===== src/rtl/segre_pkg.sv =====
// -----------------------------------------------------------------------------
// segre_pkg
// Shared definitions for the Segre core memory path.
//   ADDR_SIZE / WORD_SIZE : address and data bus widths
//   memop_data_type_e     : access size encoding (BYTE/HALF/WORD)
//   arb_state_e           : memory arbiter FSM states
//   GRANT_IF / GRANT_LSU  : encoding of the arbiter's last-grant record
// -----------------------------------------------------------------------------
package segre_pkg;

    localparam int ADDR_SIZE = 32;
    localparam int WORD_SIZE = 32;

    typedef enum logic [1:0] {
        BYTE = 2'b00,
        HALF = 2'b01,
        WORD = 2'b10
    } memop_data_type_e;

    typedef enum logic [1:0] {
        IDLE     = 2'b00,
        IF_BUSY  = 2'b01,
        LSU_BUSY = 2'b10,
        RESP     = 2'b11
    } arb_state_e;

    localparam logic GRANT_IF  = 1'b0;
    localparam logic GRANT_LSU = 1'b1;

endpackage


===== src/rtl/segre_mem_arbiter.sv =====
// -----------------------------------------------------------------------------
// segre_mem_arbiter
// Serialises the instruction-fetch (IF) and load/store (LSU) masters onto the
// single-ported memory bus, one transaction at a time. The granted request is
// latched, held on the memory bus until mem_ready_i, and answered with a
// registered one-cycle ready pulse to that master only.
//
// Ports:
//   clk_i, rsn_i                 clock, asynchronous active-low reset
//   if_req_i, if_addr_i          fetch request / address
//   if_rd_data_o, if_ready_o     fetched word / completion pulse
//   lsu_req_i, lsu_we_i          data request / 1 = store
//   lsu_addr_i, lsu_wr_data_i    data address / store data
//   lsu_data_type_i              access size (BYTE/HALF/WORD)
//   lsu_rd_data_o, lsu_ready_o   load data / completion pulse
//   mem_rd_o, mem_wr_o           memory read / write strobes
//   addr_o, mem_wr_data_o        memory address / write data
//   mem_data_type_o              memory access size
//   mem_rd_data_i, mem_ready_i   memory read data / completion
//
// Build option:
//   SEGRE_ARB_RR_EN  defined   -> round-robin between masters on contention
//                    undefined -> fixed priority, LSU wins over IF
// -----------------------------------------------------------------------------
module segre_mem_arbiter #(
    parameter int ADDR_SIZE = segre_pkg::ADDR_SIZE,
    parameter int WORD_SIZE = segre_pkg::WORD_SIZE
) (
    input  logic                 clk_i,
    input  logic                 rsn_i,
    input  logic                 if_req_i,
    input  logic [ADDR_SIZE-1:0] if_addr_i,
    output logic [WORD_SIZE-1:0] if_rd_data_o,
    output logic                 if_ready_o,
    input  logic                 lsu_req_i,
    input  logic                 lsu_we_i,
    input  logic [ADDR_SIZE-1:0] lsu_addr_i,
    input  logic [WORD_SIZE-1:0] lsu_wr_data_i,
    input  logic [1:0]           lsu_data_type_i,
    output logic [WORD_SIZE-1:0] lsu_rd_data_o,
    output logic                 lsu_ready_o,
    output logic                 mem_rd_o,
    output logic                 mem_wr_o,
    output logic [ADDR_SIZE-1:0] addr_o,
    output logic [WORD_SIZE-1:0] mem_wr_data_o,
    output logic [1:0]           mem_data_type_o,
    input  logic [WORD_SIZE-1:0] mem_rd_data_i,
    input  logic                 mem_ready_i
);
    import segre_pkg::*;

    arb_state_e           state_reg;
    logic                 mem_rd_reg;
    logic                 mem_wr_reg;
    logic [ADDR_SIZE-1:0] addr_reg;
    logic [WORD_SIZE-1:0] wr_data_reg;
    logic [1:0]           data_type_reg;
    logic [WORD_SIZE-1:0] if_rd_data_reg;
    logic [WORD_SIZE-1:0] lsu_rd_data_reg;
    logic                 if_ready_reg;
    logic                 lsu_ready_reg;
    logic                 grant_lsu;

`ifdef SEGRE_ARB_RR_EN
    // Remembers which master won the last IDLE decision; on contention the
    // other master is preferred so neither can be starved.
    logic last_grant_reg;

    assign grant_lsu = lsu_req_i && (!if_req_i || (last_grant_reg == GRANT_IF));

    always_ff @(posedge clk_i or negedge rsn_i) begin
        if (!rsn_i) begin
            last_grant_reg <= GRANT_IF;
        end else if (state_reg == IDLE) begin
            if (grant_lsu) begin
                last_grant_reg <= GRANT_LSU;
            end else if (if_req_i) begin
                last_grant_reg <= GRANT_IF;
            end
        end
    end
`else
    assign grant_lsu = lsu_req_i;
`endif

    // Single FSM; every bus-facing output is a register updated on the
    // transition that changes its value, so the memory sees nothing but flops.
    always_ff @(posedge clk_i or negedge rsn_i) begin
        if (!rsn_i) begin
            state_reg       <= IDLE;
            mem_rd_reg      <= 1'b0;
            mem_wr_reg      <= 1'b0;
            addr_reg        <= '0;
            wr_data_reg     <= '0;
            data_type_reg   <= WORD;
            if_rd_data_reg  <= '0;
            lsu_rd_data_reg <= '0;
            if_ready_reg    <= 1'b0;
            lsu_ready_reg   <= 1'b0;
        end else begin
            case (state_reg)
                IDLE: begin
                    if (grant_lsu) begin
                        state_reg     <= LSU_BUSY;
                        addr_reg      <= lsu_addr_i;
                        wr_data_reg   <= lsu_wr_data_i;
                        data_type_reg <= lsu_data_type_i;
                        mem_rd_reg    <= !lsu_we_i;
                        mem_wr_reg    <= lsu_we_i;
                    end else if (if_req_i) begin
                        state_reg     <= IF_BUSY;
                        addr_reg      <= if_addr_i;
                        data_type_reg <= WORD;
                        mem_rd_reg    <= 1'b1;
                        mem_wr_reg    <= 1'b0;
                    end
                end
                IF_BUSY: begin
                    if (mem_ready_i) begin
                        state_reg      <= RESP;
                        if_rd_data_reg <= mem_rd_data_i;
                        if_ready_reg   <= 1'b1;
                        mem_rd_reg     <= 1'b0;
                        mem_wr_reg     <= 1'b0;
                    end
                end
                LSU_BUSY: begin
                    if (mem_ready_i) begin
                        state_reg <= RESP;
                        // A store leaves the previous load data visible.
                        if (!mem_wr_reg) begin
                            lsu_rd_data_reg <= mem_rd_data_i;
                        end
                        lsu_ready_reg <= 1'b1;
                        mem_rd_reg    <= 1'b0;
                        mem_wr_reg    <= 1'b0;
                    end
                end
                RESP: begin
                    state_reg     <= IDLE;
                    if_ready_reg  <= 1'b0;
                    lsu_ready_reg <= 1'b0;
                end
                default: begin
                    state_reg <= IDLE;
                end
            endcase
        end
    end

    assign mem_rd_o        = mem_rd_reg;
    assign mem_wr_o        = mem_wr_reg;
    assign addr_o          = addr_reg;
    assign mem_wr_data_o   = wr_data_reg;
    assign mem_data_type_o = data_type_reg;
    assign if_rd_data_o    = if_rd_data_reg;
    assign if_ready_o      = if_ready_reg;
    assign lsu_rd_data_o   = lsu_rd_data_reg;
    assign lsu_ready_o     = lsu_ready_reg;

endmodule


===== config.mk =====
export PLATFORM = sky130hd
export DESIGN_NAME = segre_mem_arbiter
export DESIGN_NICKNAME = d
export VERILOG_FILES = /design/src/rtl/segre_pkg.sv /design/src/rtl/segre_mem_arbiter.sv
export SDC_FILE = /design/constraint.sdc
export NUM_CORES = 1
export LEC_CHECK = 0
export ABC_AREA = 1
export BUFFER_PORTS_ARGS = -buffer_cell sky130_fd_sc_hd__buf_2
export CAP_MARGIN = 30
export CORE_AREA = 2 2 115 117
export CTS_CLUSTER_SIZE = 14
export DETAILED_ROUTE_END_ITERATION = 6
export DIE_AREA = 0 0 117 119
export PLACE_DENSITY = 0.89
export SLEW_MARGIN = 20
export SYNTH_ARGS = -nofsm -noshare
export SYNTH_HDL_FRONTEND = slang
export SYNTH_SLANG_ARGS = --single-unit

===== constraint.sdc =====
create_clock -name clk_i -period 2.03 [get_ports clk_i]
set_input_delay 0.3045 -clock clk_i [delete_from_list [all_inputs] [get_ports clk_i]]
set_output_delay 0.3045 -clock clk_i [all_outputs]
set_load 0.02 [all_outputs]

==> results_dict.tcl <==
set metrics [dict create \
    tightest_slew_ps 504 \
    power_uw 13900 \
    area_growth_pct 37.0 \
    dp_cells 1066 \
    min_path_type "primary input to flop" \
    timing.rr.start "state_reg[1]" \
    multiInputGateArea_sq_um 1900 \
    grt.total_usage_pct 21.0 \
    via_count 5045 \
    required_ps 2320 \
    maxCapViolCount 0 \
    worstSetupStartpoint "state_reg[1]" \
    rsz0062_at_grt "false" \
    cts_num_sinks 136 \
    skew_ps 7.77 \
    crit_arrival_ps 1930 \
    ios 270 \
    avgSynthCellArea_sq_um 9.05 \
    finalCriticalPeriod_ps 1640 \
    drt_wl_total_um 14400 \
    clk_pin_slew_ps 60 \
    ir_worst_vdd_uv 1010 \
    drive_gt1_share_pct 37.9 \
    dp_hpwl_um 10400 \
    seq_area_frac_synth_pct 58.4 \
    cp-endpoint "addr_o[19]" \
    synthCells 644 \
    power_density_nw_per_um2 1740 \
    nFillCells 1092 \
    timing.final.crit_share_pct 80.7 \
    port_buffers 269 \
    die_h_um 119 \
    r2r-end "addr_o[19]" \
    worst-path-max-fanout 33 \
    finalSetupViolations 0 \
    grt_pass1_wl_um 22500 \
    drc 0 \
    status "complete, no violations" \
    initial_core_util_pct 45.2 \
    netlist_area_sq_um 5830 \
    clk_latency_ps 420 \
    slew_viol_final 0 \
    die_area_sq_um 13900 \
    grt-ovfl-total 0 \
    nets 1051 \
    drtIter0Drc 314 \
    numCtsBuffers 17 \
    yosysUniqueCellTypes 22 \
    layout_common_cells "nand2_1, buf_2, dfrtp_1" \
    worst_path_largest_cell_delay_ps 410 \
    cts_tree "done" \
    syn_nets 785 \
    r2r_slack_ps 390 \
    core.rowCount 42 \
    cts_htree_levels 4 \
    wl_per_cell_um 13.0 \
    fmax_mhz 610 \
    gp_congestion 0.846 \
    grt_pass1_vias 4769 \
    cp-end-kind "flop" \
    cts_resized 0 \
    chipWidth_um 117 \
    holdWs_ps 82.3 \
    path_class "flop to flop" \
    final-seq-area_sq_um 3400 \
    reg2regPathDepth 7 \
    critPathSlowestCell "dfrtp_1" \
    drt_pass1_iterations 7 \
    final_cells 1101 \
    ys_warn_count 0 \
    antenna_found_initial 1 \
    max_slew_margin_pct 66.4 \
    antenna_left 0 \
    grt_max_degree 66 \
    layout_commonest_cell "nand2_1" \
    path_cells "inv_1, ha_1, inv_1, nor2_8, inv_4, nand2_1, nand2_1" \
    setup-tns-final_ps 0 \
    root_buffer "clkbuf_16" \
    finalHoldViolations 0 \
    synth-seq-cells 136 \
    core_sq_um 12900 \
    via_per_inst 4.58 \
    holdCritStartpoint "lsu_wr_data_i[30]" \
    cp-start-kind "flop" \
    p_leak_uw 0.00465 \
    cts_buffer_depth 2 \
]
## cells by family (layout without fill, tap and decap cells)
| group | after synthesis | in the layout | share of synthesized area (%) |
|---|---|---|---|
| AO/OA/AOI/OAI | 102 | 102 | 12.2 |
| adder cells (fa/ha/maj) | 5 | 5 | 1.07 |
| buffers and inverters | 110 | 389 | 8.96 |
| flip-flops | 136 | 136 | 58.4 |
| other | 0 | 2 | 0 |
| AND/OR/NAND/NOR | 291 | 291 | 19.3 |
## stage by stage
step | util, % | area [sq um] | setup WS (ps)
after detailed placement | 56.8 | 7310 | 377
after global placement | 56.8 | 7310 | 471
final | 62.0 | 7980 | 392
after floorplan | - | 5830 | 624
after CTS | 62.0 | 7980 | 369
after global routing | 62.0 | 7980 | 243
## layer usage
metal | GRT usage (%) | wire length [um]
met1 | 24.1 | 5690
met2 | 35.6 | 7300
met3 | 5.45 | 924
met4 | 10.7 | 449
met5 | 0 | 0
## cells in the mapped netlist (all sizes together)
cell | instances | area [sq um]
nand3 | 2 | 10.0
buf | 29 | 215
or2 | 1 | 6.26
o21ai | 68 | 460
dfstp | 1 | 26.3
nand2 | 279 | 1050
clkbuf | 5 | 18.8
o211ai | 32 | 240
dfrtp | 135 | 3380
nor2 | 7 | 50.1
ha | 5 | 62.6
nand4 | 2 | 12.5
a21oi | 2 | 10.0
inv | 76 | 288
## layout make-up
cell class,instances,share of cell area (%)
clock inverter,12,2.48
tap,176,2.76
sequential,136,42.7
multi-input combinational,398,23.8
clock buffer,20,5.72
timing repair buffer,281,18.9
antenna,2,0.0627
inverter,76,3.61
## worst min-delay path by stage
stage	end	slack, ps	depth (start not counted)
after floorplan	addr_o[0]	9	0
after global placement	if_rd_data_o[13]	270	1
after detailed placement	if_rd_data_o[5]	270	1
after CTS	mem_wr_data_o[30]	70	3
after global routing	mem_wr_data_o[18]	80	3
final	mem_wr_data_o[30]	80	3
## where the power goes
group	switching (uW)	internal, uW
registers	703	4020
clock network	1120	2240
logic	3850	1950
## worst max-delay path: cells and delay by family (launching register included)
kind	cells	cell delay, ps
adders and majority gates	1	200
and+or+nand+nor	3	460
buffers and inverters	3	440
DFF	1	410
## repair_timing
action	4_1_cts	5_1_grt
hold buffers	1	0
buffers inserted	0	0
hold endpoints to repair	44	0
(Power assumes the default switching activity.)
